<file path="config.mk">
export PLATFORM = sky130hd
export DESIGN_NAME = axil_regfile
export DESIGN_NICKNAME = d
export VERILOG_FILES = /design/src/rtl/axil_regfile.sv
export SDC_FILE = /design/constraint.sdc
export NUM_CORES = 1
export LEC_CHECK = 0
export BUFFER_PORTS_ARGS = -buffer_cell sky130_fd_sc_hd__buf_4
export CAP_MARGIN = 15
export CORE_AREA = 3 3 268 270
export CTS_BUF_LIST = sky130_fd_sc_hd__clkbuf_4 sky130_fd_sc_hd__clkbuf_8 sky130_fd_sc_hd__clkbuf_16
export DETAILED_ROUTE_END_ITERATION = 7
export DIE_AREA = 0 0 271 273
export PLACE_DENSITY_LB_ADDON = 0.2
export RECOVER_POWER = 50
export SETUP_SLACK_MARGIN = 0.05
export SLEW_MARGIN = 20
export SYNTH_ARGS = -nofsm -noshare
export SYNTH_HDL_FRONTEND = slang
export SYNTH_SLANG_ARGS = --single-unit
</file>
<file path="constraint.sdc">
create_clock -name clk -period 2.06 [get_ports clk]
set_clock_uncertainty 0.05 [all_clocks]
set_input_delay 0.412 -clock clk [delete_from_list [all_inputs] [get_ports clk]]
set_output_delay 0.412 -clock clk [all_outputs]
set_load 0.05 [all_outputs]
</file>
<file path="src/rtl/axil_regfile.sv">
// AXI4-Lite register file: SREG_COUNT read-only status registers followed by
// CREG_COUNT control registers. Define AXIL_REGFILE_WSTRB_EN to honour WSTRB byte lanes.
//
// state  | meaning
// W_IDLE | collecting AW and W independently; write fires once both are held
// W_RESP | BVALID asserted, waiting for BREADY
// R_IDLE | ARREADY asserted, waiting for an address
// R_RESP | RVALID asserted with latched data, waiting for RREADY
module axil_regfile #(
    parameter int SREG_COUNT = 6,
    parameter int CREG_COUNT = 10,
    parameter int ADDR_BITS  = 7,
    parameter logic [CREG_COUNT*32-1:0] CREG_DEFAULTS = '0,
    parameter logic [CREG_COUNT-1:0]    CREG_SELFCLR  = '0
) (
    input  logic                             clk,
    input  logic                             resetn,
    input  logic [31:0]                      S_AXI_AWADDR,
    input  logic [2:0]                       S_AXI_AWPROT,
    input  logic                             S_AXI_AWVALID,
    output logic                             S_AXI_AWREADY,
    input  logic [31:0]                      S_AXI_WDATA,
    input  logic [3:0]                       S_AXI_WSTRB,
    input  logic                             S_AXI_WVALID,
    output logic                             S_AXI_WREADY,
    output logic [1:0]                       S_AXI_BRESP,
    output logic                             S_AXI_BVALID,
    input  logic                             S_AXI_BREADY,
    input  logic [31:0]                      S_AXI_ARADDR,
    input  logic [2:0]                       S_AXI_ARPROT,
    input  logic                             S_AXI_ARVALID,
    output logic                             S_AXI_ARREADY,
    output logic [31:0]                      S_AXI_RDATA,
    output logic [1:0]                       S_AXI_RRESP,
    output logic                             S_AXI_RVALID,
    input  logic                             S_AXI_RREADY,
    input  logic [SREG_COUNT*32-1:0]         i_sreg,
    output logic [CREG_COUNT*32-1:0]         o_creg,
    output logic [CREG_COUNT-1:0]            o_creg_wstrobe,
    output logic [SREG_COUNT+CREG_COUNT-1:0] o_reg_rstrobe
);

    localparam int NREG  = SREG_COUNT + CREG_COUNT;
    localparam int IDX_W = ADDR_BITS - 2;

    typedef enum logic {W_IDLE, W_RESP} wstate_t;
    typedef enum logic {R_IDLE, R_RESP} rstate_t;

    wstate_t          wstate, wstate_nxt;
    rstate_t          rstate, rstate_nxt;
    logic             active;
    logic             aw_held, w_held;
    logic             aw_hs, w_hs, wr_fire, ar_fire;
    logic [IDX_W-1:0] aw_idx_q, wr_idx, ar_idx;
    logic [31:0]      w_data_q, wr_data;
    logic [3:0]       w_strb_q, wr_strb;
    logic [31:0]      rd_val;
    logic             rd_hit;
    logic [NREG-1:0]  rd_sel;
    logic             unused_ok;

    // Handshakes are blocked until the first edge after reset releases.
    always_ff @(posedge clk) begin
        if (!resetn) begin
            active <= 1'b0;
            wstate <= W_IDLE;
            rstate <= R_IDLE;
        end else begin
            active <= 1'b1;
            wstate <= wstate_nxt;
            rstate <= rstate_nxt;
        end
    end

    always_comb begin
        wstate_nxt    = wstate;
        S_AXI_AWREADY = 1'b0;
        S_AXI_WREADY  = 1'b0;
        S_AXI_BVALID  = 1'b0;
        aw_hs         = 1'b0;
        w_hs          = 1'b0;
        wr_fire       = 1'b0;
        case (wstate)
            W_IDLE: begin
                S_AXI_AWREADY = active && !aw_held;
                S_AXI_WREADY  = active && !w_held;
                aw_hs         = S_AXI_AWVALID && active && !aw_held;
                w_hs          = S_AXI_WVALID && active && !w_held;
                if ((aw_held || aw_hs) && (w_held || w_hs)) begin
                    wr_fire    = 1'b1;
                    wstate_nxt = W_RESP;
                end
            end
            W_RESP: begin
                S_AXI_BVALID = 1'b1;
                if (S_AXI_BREADY) wstate_nxt = W_IDLE;
            end
            default: wstate_nxt = W_IDLE;
        endcase
    end

    always_comb begin
        rstate_nxt    = rstate;
        S_AXI_ARREADY = 1'b0;
        S_AXI_RVALID  = 1'b0;
        ar_fire       = 1'b0;
        case (rstate)
            R_IDLE: begin
                S_AXI_ARREADY = active;
                ar_fire       = S_AXI_ARVALID && active;
                if (ar_fire) rstate_nxt = R_RESP;
            end
            R_RESP: begin
                S_AXI_RVALID = 1'b1;
                if (S_AXI_RREADY) rstate_nxt = R_IDLE;
            end
            default: rstate_nxt = R_IDLE;
        endcase
    end

    always_ff @(posedge clk) begin
        if (!resetn) begin
            aw_held  <= 1'b0;
            w_held   <= 1'b0;
            aw_idx_q <= '0;
            w_data_q <= '0;
            w_strb_q <= '0;
        end else begin
            if (aw_hs) aw_idx_q <= S_AXI_AWADDR[ADDR_BITS-1:2];
            if (w_hs) begin
                w_data_q <= S_AXI_WDATA;
                w_strb_q <= S_AXI_WSTRB;
            end
            if (wr_fire) begin
                aw_held <= 1'b0;
                w_held  <= 1'b0;
            end else begin
                if (aw_hs) aw_held <= 1'b1;
                if (w_hs)  w_held  <= 1'b1;
            end
        end
    end

    // Same-cycle completion bypasses the holding registers.
    assign wr_idx  = aw_held ? aw_idx_q : S_AXI_AWADDR[ADDR_BITS-1:2];
    assign wr_data = w_held  ? w_data_q : S_AXI_WDATA;
    assign wr_strb = w_held  ? w_strb_q : S_AXI_WSTRB;

    always_ff @(posedge clk) begin
        if (!resetn) begin
            S_AXI_BRESP <= 2'b00;
        end else if (wr_fire) begin
            if ({1'b0, wr_idx} < (IDX_W+1)'(SREG_COUNT))
                S_AXI_BRESP <= 2'b10;
            else if ({1'b0, wr_idx} >= (IDX_W+1)'(NREG))
                S_AXI_BRESP <= 2'b11;
            else
                S_AXI_BRESP <= 2'b00;
        end
    end

    for (genvar k = 0; k < CREG_COUNT; k++) begin : g_creg
        localparam logic [31:0] DEF = CREG_DEFAULTS[k*32 +: 32];
        logic [31:0] val;
        logic [31:0] wr_merged;
        logic        stb;
        logic        hit;

        assign hit = wr_fire && ({1'b0, wr_idx} == (IDX_W+1)'(SREG_COUNT + k));

`ifdef AXIL_REGFILE_WSTRB_EN
        for (genvar b = 0; b < 4; b++) begin : g_byte
            assign wr_merged[8*b +: 8] = wr_strb[b] ? wr_data[8*b +: 8] : val[8*b +: 8];
        end
`else
        assign wr_merged = wr_data;
`endif

        // Self-clearing registers revert on every edge they are not written.
        always_ff @(posedge clk) begin
            if (!resetn) begin
                val <= DEF;
                stb <= 1'b0;
            end else begin
                stb <= hit;
                if (hit)
                    val <= wr_merged;
                else if (CREG_SELFCLR[k])
                    val <= DEF;
            end
        end

        assign o_creg[k*32 +: 32] = val;
        assign o_creg_wstrobe[k]  = stb;
    end

    assign ar_idx = S_AXI_ARADDR[ADDR_BITS-1:2];

    always_comb begin
        rd_val = '0;
        rd_hit = 1'b0;
        rd_sel = '0;
        for (int k = 0; k < SREG_COUNT; k++) begin
            if ({1'b0, ar_idx} == (IDX_W+1)'(k)) begin
                rd_val    = i_sreg[k*32 +: 32];
                rd_hit    = 1'b1;
                rd_sel[k] = 1'b1;
            end
        end
        for (int k = 0; k < CREG_COUNT; k++) begin
            if ({1'b0, ar_idx} == (IDX_W+1)'(SREG_COUNT + k)) begin
                rd_val                 = o_creg[k*32 +: 32];
                rd_hit                 = 1'b1;
                rd_sel[SREG_COUNT + k] = 1'b1;
            end
        end
    end

    always_ff @(posedge clk) begin
        if (!resetn) begin
            S_AXI_RDATA   <= '0;
            S_AXI_RRESP   <= 2'b00;
            o_reg_rstrobe <= '0;
        end else begin
            o_reg_rstrobe <= '0;
            if (ar_fire) begin
                S_AXI_RDATA   <= rd_val;
                S_AXI_RRESP   <= rd_hit ? 2'b00 : 2'b11;
                o_reg_rstrobe <= rd_sel;
            end
        end
    end

`ifdef AXIL_REGFILE_WSTRB_EN
    assign unused_ok = ^{S_AXI_AWADDR[31:ADDR_BITS], S_AXI_AWADDR[1:0],
                         S_AXI_ARADDR[31:ADDR_BITS], S_AXI_ARADDR[1:0],
                         S_AXI_AWPROT, S_AXI_ARPROT};
`else
    assign unused_ok = ^{S_AXI_AWADDR[31:ADDR_BITS], S_AXI_AWADDR[1:0],
                         S_AXI_ARADDR[31:ADDR_BITS], S_AXI_ARADDR[1:0],
                         S_AXI_AWPROT, S_AXI_ARPROT, wr_strb};
`endif

endmodule

</file>
After elaboration in Yosys (flattened, before gate mapping):

Index checks and enable logic that the tools add are counted.
Widths: inputs -> output; s select.

* bits in registers: 424
* bits in latches: 0
* memory bits (writable): 0
* bits in read-only memories: 0
* input port bits: 305
* output and inout bits: 387
* memories kept: 0

* add/subtract/negate cells: 0
* multiply operators: 0
* divide/modulo/power cells: 0
* order comparisons: 2
* eq/ne operators: 25
* shifts and indexed selects: 0
* multiplexer cells: 68
* bitwise operators: 3
* reduce and logical (&&, ||, !) cells: 25

Operators with widths (number)
* $mux 32: 17
* $eq 5x4->1 const B: 16
* $mux 1: 45
* $eq 5x3->1 const B: 6
* $logic_and 1x1->1: 18
* $eq 5x2->1 const B: 2
* $mux 2: 3
* $eq 5x1->1 const B: 1
* $ge 5x5->1 const B: 1
* $logic_not 5->1: 1
* $lt 5x3->1 const B: 1
* $mux 5: 1
* $pmux 1 s2: 2
* $not 1->1: 3
* $logic_not 1->1: 2
* $logic_or 1x1->1: 2
* $reduce_and 2->1: 1
* $reduce_or 2->1: 1

Longest topological paths before layout:

Gate-level depths: netlist of run 1.

* word-level depth: 18
* gate-level depth with buffers: 10

Worst setup path before layout of run 1:

OpenSTA, ideal clock, no wires.

* path kind: register to register
* from: register rstate
* to: register S_AXI_RDATA[26]
* arrival time: 2.505 ns
* slack: -0.629 ns
* cell stages (with the launch flop): 8
* buffers on the path: 2
* clock period less this slack: 2.689 ns
* path through: dfxtp_1 nor2b_1 and2_1 clkbuf_1 clkbuf_1 o21ai_0 a2111oi_0 a21oi_1

* word-level cells in the longest chain between the ends: 1

Ends and longest elaborated chain
* from (decl): RTL line 50 `rstate_t rstate, rstate_nxt;`
* from (signal assigned): RTL line 71 `rstate <= rstate_nxt;`
* $mux 1: RTL line 107 `case (rstate)`
* to (signal assigned): RTL line 227 `S_AXI_RDATA <= rd_val;`
* to (decl): RTL line 33 `output logic [31:0] S_AXI_RDATA,`

No other way between the ends.
A chain may end at the register's enable or synchronous reset.

Worst setup path after layout of run 1:

* from: register aw_held
* to: register g_creg[5].val[23]

* word-level cells in the longest chain between the ends: 7
* elaborated cells on any way between the ends: 9

Ends and longest elaborated chain
* from (decl): RTL line 52 `logic aw_held, w_held;`
* from (signal assigned): RTL line 123 `aw_held <= 1'b0;`
* from (signal assigned): RTL line 135 `aw_held <= 1'b0;`
* from (signal assigned): RTL line 138 `if (aw_hs) aw_held <= 1'b1;`
* $logic_not 1->1: RTL line 87 `aw_hs = S_AXI_AWVALID && active && !aw_held;`
* $logic_and 1x1->1: RTL line 87
* $logic_or 1x1->1: RTL line 89 `if ((aw_held || aw_hs) && (w_held || w_hs)) begin`
* $logic_and 1x1->1: RTL line 89
* $mux 1: RTL line 89
* $mux 1: RTL line 83 `case (wstate)`
* $logic_and 1x1->1 *: RTL line 169 `assign hit = wr_fire && ({1'b0, wr_idx} == (IDX_W+1)'(SREG_COUNT + k));`
* to (signal assigned): RTL line 187 `val <= wr_merged;`
* to (decl): RTL line 164 `logic [31:0] val;`

Every way passes the cells marked *; elsewhere a longest branch is shown, timed or not.

==> flow_summary_export.csv, run 1 <==
group,metric,value,unit
status,status,"finished, violations left",
status,violations,"negative setup slack",
routing,postRouteAntennaNets,0,
worst_setup_path,path_class,"register to register",
power_and_ir_drop,p_leak,14.4,nW
worst_setup_path,critPathLaunchType,"register",
sta,fmax,466,MHz
sta,slew_violations,0,
synthesis,syn_area,19900,um^2
power_and_ir_drop,ir_drop,0.616,mV
clock_tree,cts-root-buf,"clkbuf_16",
routing,avgViaCountPerCell,5.57,
synthesis,synth_nets,2716,
power_and_ir_drop,netSwitchingFraction,0.276,
placed_design,postPlaceCellArea,28300,um^2
synthesis,synth_edf_count,0,
worst_setup_path,slowest_stage,"or3_1",
cells_and_area,final_cell_mix,"buf_4, dfxtp_1, nand2_1",
cells_and_area,area_growth,58.1,%
grt,grt_antenna_before_repair,10,
sta,fin_crit,2.15,ns
worst_setup_path,slowest_delay,0.40,ns
power_and_ir_drop,p_seq_frac,0.398,
synthesis,yosysSeqAreaShare,0.425,
cells_and_area,drive_gt1_frac,0.373,
grt,grt-ovfl-total,0,
placed_design,place_congestion,0.992,
grt,grt_pass1_wl,176,mm
clock_tree,cts_sinks,423,
worst_setup_path,crit_buf_inv,4,
sta,slew_headroom,0.435,
power_and_ir_drop,power.switching,5.80,mW
grt,grt_pass1_vias,22400,
cells_and_area,final_nets,3621,
routing,routedWlPerCell,31.1,um
cells_and_area,fin_area,31500,um^2
synthesis,ys_warn_count,0,
floorplanning,die_height,273,um
sta,min_period_over_period,1.04,
routing,wirelength,134,mm
worst_setup_path,critPathTopFamily,"simple AND/OR/NAND/NOR gates",
clock_tree,tritoncts,"yes",
synthesis,async_flop_share,0,
clock_tree,clk_pin_slew,0.06,ns
routing,drc,0,
power_and_ir_drop,power_frac_comb,0.151,
power_and_ir_drop,powerDensity,667,nW/um^2
synthesis,synthFlopType,"dfxtp_1",
placed_design,dp_hpwl,99.0,mm
power_and_ir_drop,power.internal,15.2,mW
placed_design,placed_cells,4123,
worst_setup_path,cpMostUsedCell,"buf_6",
placed_design,port_buffers,627,
clock_tree,max-clock-path-buffers,3,
synthesis,synthCells,2411,
power_and_ir_drop,fin_total_pwr,21.0,mW
worst_setup_path,crit_required,2.51,ns
worst_setup_path,critPathMaxFanout,12,
clock_tree,htreeDepth,2,
routing,drtPass1Iterations,7,
clock_tree,clk_latency,0.61,ns
floorplanning,core-area,69800,um^2
sta,hold_viol,0,
cells_and_area,fin_util,0.452,
sta,worstMarginPinSlew,0.847,ns
synthesis,synth_cell_types,67,
worst_setup_path,end_kind,"register",
routing,vias,24000,
job,maxCapViolations,0,
floorplanning,die_w,271,um
clock_tree,cts_buffers,51,
cells_and_area,mostFrequentLayoutCell,"buf_4",
synthesis,yosys-top-cells-area,"dfxtp_1, mux2i_1, nand2_1",
routing,first_iter_violations,2979,
synthesis,synth_top_cell_by_area,"dfxtp_1",
sta,setup_tns,-4.99,ns
synthesis,synth_seq_cells,423,
synthesis,avgSynthCellArea,8.27,um^2
floorplanning,rows,97,
worst_setup_path,critPathArrivalTime,2.60,ns
sta,fin_ws,-0.0877,ns
floorplanning,io_pins,692,
sta,finalSetupViolCount,154,
sta,rsz0062_at_grt,"yes",
floorplanning,initial_utilization,0.286,
grt,grt_max_degree,96,
worst_hold_path,hp-class,"input port to register",
worst_setup_path,path_cells,"buf_6, nor2_2, a32oi_2, or3_1, buf_6, nor2_8, buf_12, buf_16, nor2_4, a211oi_2",
grt,grt_usage,0.331,
cells_and_area,instances_no_fill,4303,
power_and_ir_drop,clkPwrFrac,0.451,
floorplanning,die_area,74000,um^2
synthesis,yosys.area.top_type_share,0.425,
sequential cells by signal, summed over array words and instances (netlist names):
name,cells
g_creg.val,320
S_AXI_RDATA,32
w_data_q,32
o_reg_rstrobe,16
g_creg.stb,10
aw_idx_q,5
S_AXI_BRESP,2
S_AXI_RRESP,1
active,1
aw_held,1
rstate,1
w_held,1
wstate,1
routing by layer:
layer | GRT usage | vias up | wire length, um
met4 | 0.116 | 2 | 5800
met5 | 0 | - | 13
met3 | 0.0737 | 252 | 13400
li1 | - | 10400 | -
met1 | 0.461 | 11900 | 57000
met2 | 0.502 | 1415 | 57600
path summary, 6_finish.rpt:
path,cells after the start,slack [ns],to,startpoint
worst max-delay path,10,-0.09,g_creg[5].val[23],aw_held
worst min-delay path,3,0.02,w_data_q[5],S_AXI_WDATA[5]
worst max register to register,10,-0.09,g_creg[5].val[23],aw_held
worst min register to register,2,0.40,w_data_q[18],w_data_q[18]
cell families after synthesis:
| family | Yosys count | share of synthesized area |
|---|---|---|
| DFF | 423 | 0.425 |
| muxes | 241 | 0.122 |
| buffers and inverters | 227 | 0.0524 |
| and+or+nand+nor | 887 | 0.195 |
| AOI/OAI and AO/OA | 633 | 0.206 |
tightest hold or removal path, stage by stage:
cell	delay, ns
buf_4	0.12
nand2_1	0.05
a21oi_1	0.05
power by group through the flow:
| stage | Clock (mW) | Combinational (mW) | Sequential, mW |
|---|---|---|---|
| detailed placement | 0 | 2.95 | 8.54 |
| finish | 9.49 | 3.17 | 8.37 |
| global placement | 0 | 2.94 | 8.54 |
| CTS | 9.56 | 3.06 | 8.37 |
| floorplan | 0 | 1.06 | 8.69 |
| global route | 9.84 | 3.28 | 8.37 |
cell usage after synthesis (all sizes together), types with 14 or more instances:
library cell and count:
dfxtp 423, nand2 357, nor2 314, mux2i 238, a21oi 179, clkbuf 127, o21ai 106, a211oi 104
buf 91, a22oi 66, nor3 54, nand2b 46, a31oi 39, o221ai 30, nand3 24, nand3b 22
o211ai 15, nand4 14
per-stage QoR:
step | setup slack [ns] | hold WS, ns
after detailed placement | -0.781 | 0.396
final | -0.0877 | 0.0237
after CTS | -0.0796 | 0.000330
after global routing | -0.177 | 0.0161
after floorplan | 0.0395 | 0.386
after global placement | -1.15 | 0.391
repair_timing:
action	CTS	global route
buffers inserted	19	4
pin swaps	25	45
endpoints found under the hold margin	18	0
setup endpoints to repair	334	386
cloned	16	24
hold buffers	18	0
gates resized for setup	96	114
cell type report:
cell class | count | area [um^2]
Inverter | 9 | 40.0
Multi-Input combinational cell | 1761 | 11000
Timing Repair Buffer | 1070 | 9100
Clock inverter | 14 | 178
Antenna cell | 8 | 20.0
Sequential cell | 423 | 8480
Fill cell | 6887 | 38300
Tap cell | 940 | 1180
Clock buffer | 78 | 1550
(Power assumes the default switching activity.)
==> run 2: changes to the inputs <==
--- a/config.mk
+++ b/config.mk
@@ -7,11 +7,13 @@
 export LEC_CHECK = 0
 export BUFFER_PORTS_ARGS = -buffer_cell sky130_fd_sc_hd__buf_4
 export CAP_MARGIN = 15
-export CORE_AREA = 3 3 268 270
+export CELL_PAD_IN_SITES_DETAIL_PLACEMENT = 0
+export CELL_PAD_IN_SITES_GLOBAL_PLACEMENT = 1
+export CORE_AREA = 3 3 265 267
 export CTS_BUF_LIST = sky130_fd_sc_hd__clkbuf_4 sky130_fd_sc_hd__clkbuf_8 sky130_fd_sc_hd__clkbuf_16
 export DETAILED_ROUTE_END_ITERATION = 7
-export DIE_AREA = 0 0 271 273
-export PLACE_DENSITY_LB_ADDON = 0.2
+export DIE_AREA = 0 0 268 270
+export PLACE_DENSITY = 0.66
 export RECOVER_POWER = 50
 export SETUP_SLACK_MARGIN = 0.05
 export SLEW_MARGIN = 20
==> run 2 against run 1 <==
Against the previous run:
- the flow still finishes with violations (negative setup slack)
- critical path depth shrank 2
- sequential power is essentially flat
- utilization grew 2.5 points
- combinational power grew 3%
- register-to-register slack lost 0.04 ns
- highest routed layer unchanged
- setup slack lost 0.045 ns
- sequential share of layout area shrank 0.89 points
- maximum frequency shrank 2.0%
- global-route usage grew 3.2 points
- cell count shrank 0.42%
- via count grew 1.9%
==> flow_summary_export.csv, run 2 (synthesis results as in run 1) <==
group,metric,value,unit
worst_setup_path,worstReg2RegEnd,"g_creg[2].val[1]",
power_and_ir_drop,clkPwrFrac,0.457,
floorplanning,die_area,72400,um^2
sta,slew_headroom,0.531,
clock_tree,cts-root-buf,"clkbuf_16",
cells_and_area,final_nets,3660,
clock_tree,max-clock-path-buffers,3,
power_and_ir_drop,power.switching,5.99,mW
power_and_ir_drop,netSwitchingFraction,0.279,
floorplanning,core-area,68300,um^2
routing,drtPass1Iterations,6,
worst_hold_path,min_to,"w_data_q[5]",
worst_setup_path,rr_worst_depth,8,
sta,fin_ws,-0.132,ns
cells_and_area,largest_register_ffs,320,
power_and_ir_drop,p_leak,14.9,nW
grt,grt_max_degree,81,
routing,wirelength,139,mm
grt,grt_pass1_vias,23200,
cells_and_area,regMostFlops,"g_creg.val",
power_and_ir_drop,ir_drop,0.569,mV
worst_setup_path,crit_required,2.55,ns
clock_tree,cts_sinks,423,
worst_hold_path,holdPathStages,3,
worst_setup_path,reg2reg_slack,-0.13,ns
floorplanning,die_height,270,um
routing,routedWlPerCell,32.5,um
grt,grt-ovfl-total,0,
cells_and_area,final_cell_mix,"buf_4, dfxtp_1, nand2_1",
cells_and_area,area_growth,63.5,%
cells_and_area,top_regs,"g_creg.val: 320 flops, S_AXI_RDATA: 32 flops, w_data_q: 32 flops",
cells_and_area,fill_cells,6632,
job,maxCapViolations,0,
floorplanning,initial_utilization,0.292,
sta,finalSetupViolCount,223,
floorplanning,rows,96,
sta,holdWs,0.0155,ns
routing,postRouteAntennaNets,0,
routing,vias,24400,
power_and_ir_drop,p_seq_frac,0.390,
sta,hold_viol,0,
sta,worstMarginPinSlew,0.703,ns
cells_and_area,mostFrequentLayoutCell,"buf_4",
worst_hold_path,worstHoldStart,"S_AXI_WDATA[5]",
sta,slew_violations,0,
power_and_ir_drop,powerDensity,659,nW/um^2
worst_hold_path,hp-class,"input port to register",
worst_setup_path,reg2reg_from,"active",
worst_setup_path,end_kind,"register",
grt,grt_usage,0.363,
worst_setup_path,critPathLaunchType,"register",
routing,avgViaCountPerCell,5.70,
worst_setup_path,path_class,"register to register",
cells_and_area,drive_gt1_frac,0.396,
clock_tree,tritoncts,"yes",
placed_design,port_buffers,627,
status,violations,"negative setup slack",
power_and_ir_drop,power_frac_comb,0.153,
worst_setup_path,critPathMaxFanout,11,
clock_tree,htreeDepth,2,
sta,fmax,456,MHz
power_and_ir_drop,fin_total_pwr,21.5,mW
grt,grt_pass1_wl,186,mm
sta,min_period_over_period,1.06,
worst_setup_path,critPathArrivalTime,2.69,ns
placed_design,place_congestion,0.981,
routing,first_iter_violations,2923,
sta,rsz0062_at_grt,"yes",
power_and_ir_drop,power.internal,15.5,mW
sta,fin_crit,2.19,ns
routing,drc,0,
clock_tree,clk_latency,0.61,ns
placed_design,dp_hpwl,104,mm
clock_tree,cts_buffers,51,
floorplanning,die_w,268,um
status,status,"finished, violations left",
floorplanning,io_pins,692,
grt,grt_antenna_before_repair,17,
clock_tree,clk_pin_slew,0.06,ns
==> run 2: cell count changes in the layout (fill, tap and decap cells not counted), moves of 17 or more <==
cell / previous run / this run
clkbuf_1: 29 / 1
buf_4: 694 / 951
buf_12: 61 / 78
a211oi_2: 39 / 63
clkbuf_2: 206 / 1
a211oi_1: 64 / 41
==> run 2: final cells by class <==
cell class | count | area, um^2 | area share
inverters | 9 | 42.5 | 0.00130
flip-flops and latches | 423 | 8480 | 0.260
clock buffers | 64 | 1420 | 0.0435
repair buffers | 1109 | 10000 | 0.308
diodes | 11 | 27.5 | 0.000844
clock inverters | 26 | 368 | 0.0113
well taps | 882 | 1100 | 0.0338
multi-input cells | 1761 | 11100 | 0.341
==> run 2: worst max-delay path, cell delays in order, from the launching register on <==
cell       delay (ns)
dfxtp_4          0.37
a21oi_4          0.06
or3_4            0.37
buf_6            0.14
or4_4            0.56
clkbuf_16        0.26
nor2_1           0.15
a21oi_1          0.05
nor2_1           0.08
==> run 2: metrics by stage <==
stage          utilization  std cells  setup TNS (ns)  setup slack, ns  cell area [um^2]
2_1_floorplan            -       2411               0           0.0395             20000
3_3_place_gp         0.416       4088          -58.24           -0.736             28400
3_5_place_dp         0.416       4088          -64.81           -0.719             28400
4_1_cts              0.469       4261          -10.12           -0.119             32000
5_1_grt              0.477       4279          -24.69           -0.197             32600
6_report             0.477       4285          -10.42           -0.132             32600
==> run 2: worst max path at each step <==
stage                     cells after the start             from               end
after floorplan                               7           rstate   S_AXI_RDATA[26]
after global placement                       10  S_AXI_ARADDR[3]   S_AXI_RDATA[31]
after detailed placement                     10  S_AXI_ARADDR[3]   S_AXI_RDATA[31]
after CTS                                    10           active  g_creg[3].val[6]
after global routing                          7          aw_held  g_creg[2].val[1]
final                                         8           active  g_creg[2].val[1]
==> run 2: per-layer routing <==
| metal | GRT usage | wire length (um) | up-vias |
|---|---|---|---|
| met2 | 0.549 | 61000 | 1407 |
| met4 | 0.114 | 4840 | 16 |
| met5 | 0.000676 | 111 | - |
| li1 | - | - | 10500 |
| met3 | 0.0836 | 12900 | 219 |
| met1 | 0.509 | 60300 | 12200 |
==> run 2: power groups by stage <==
stage	Combinational, mW	Sequential, mW	Clock [mW]
6_report	3.28	8.38	9.82
5_1_grt	3.39	8.38	10.2
4_1_cts	3.14	8.37	9.90
3_5_place_dp	3.00	8.55	0
3_3_place_gp	3.00	8.55	0
2_1_floorplan	1.06	8.69	0
==> run 2: what timing repair did <==
item | 4_1_cts | 5_1_grt
setup buffers | 27 | 13
hold buffers | 27 | 0
endpoints found under the setup margin | 287 | 346
cloned | 29 | 12
pin swaps | 30 | 46
endpoints found under the hold margin | 27 | 0
resized for setup | 133 | 113
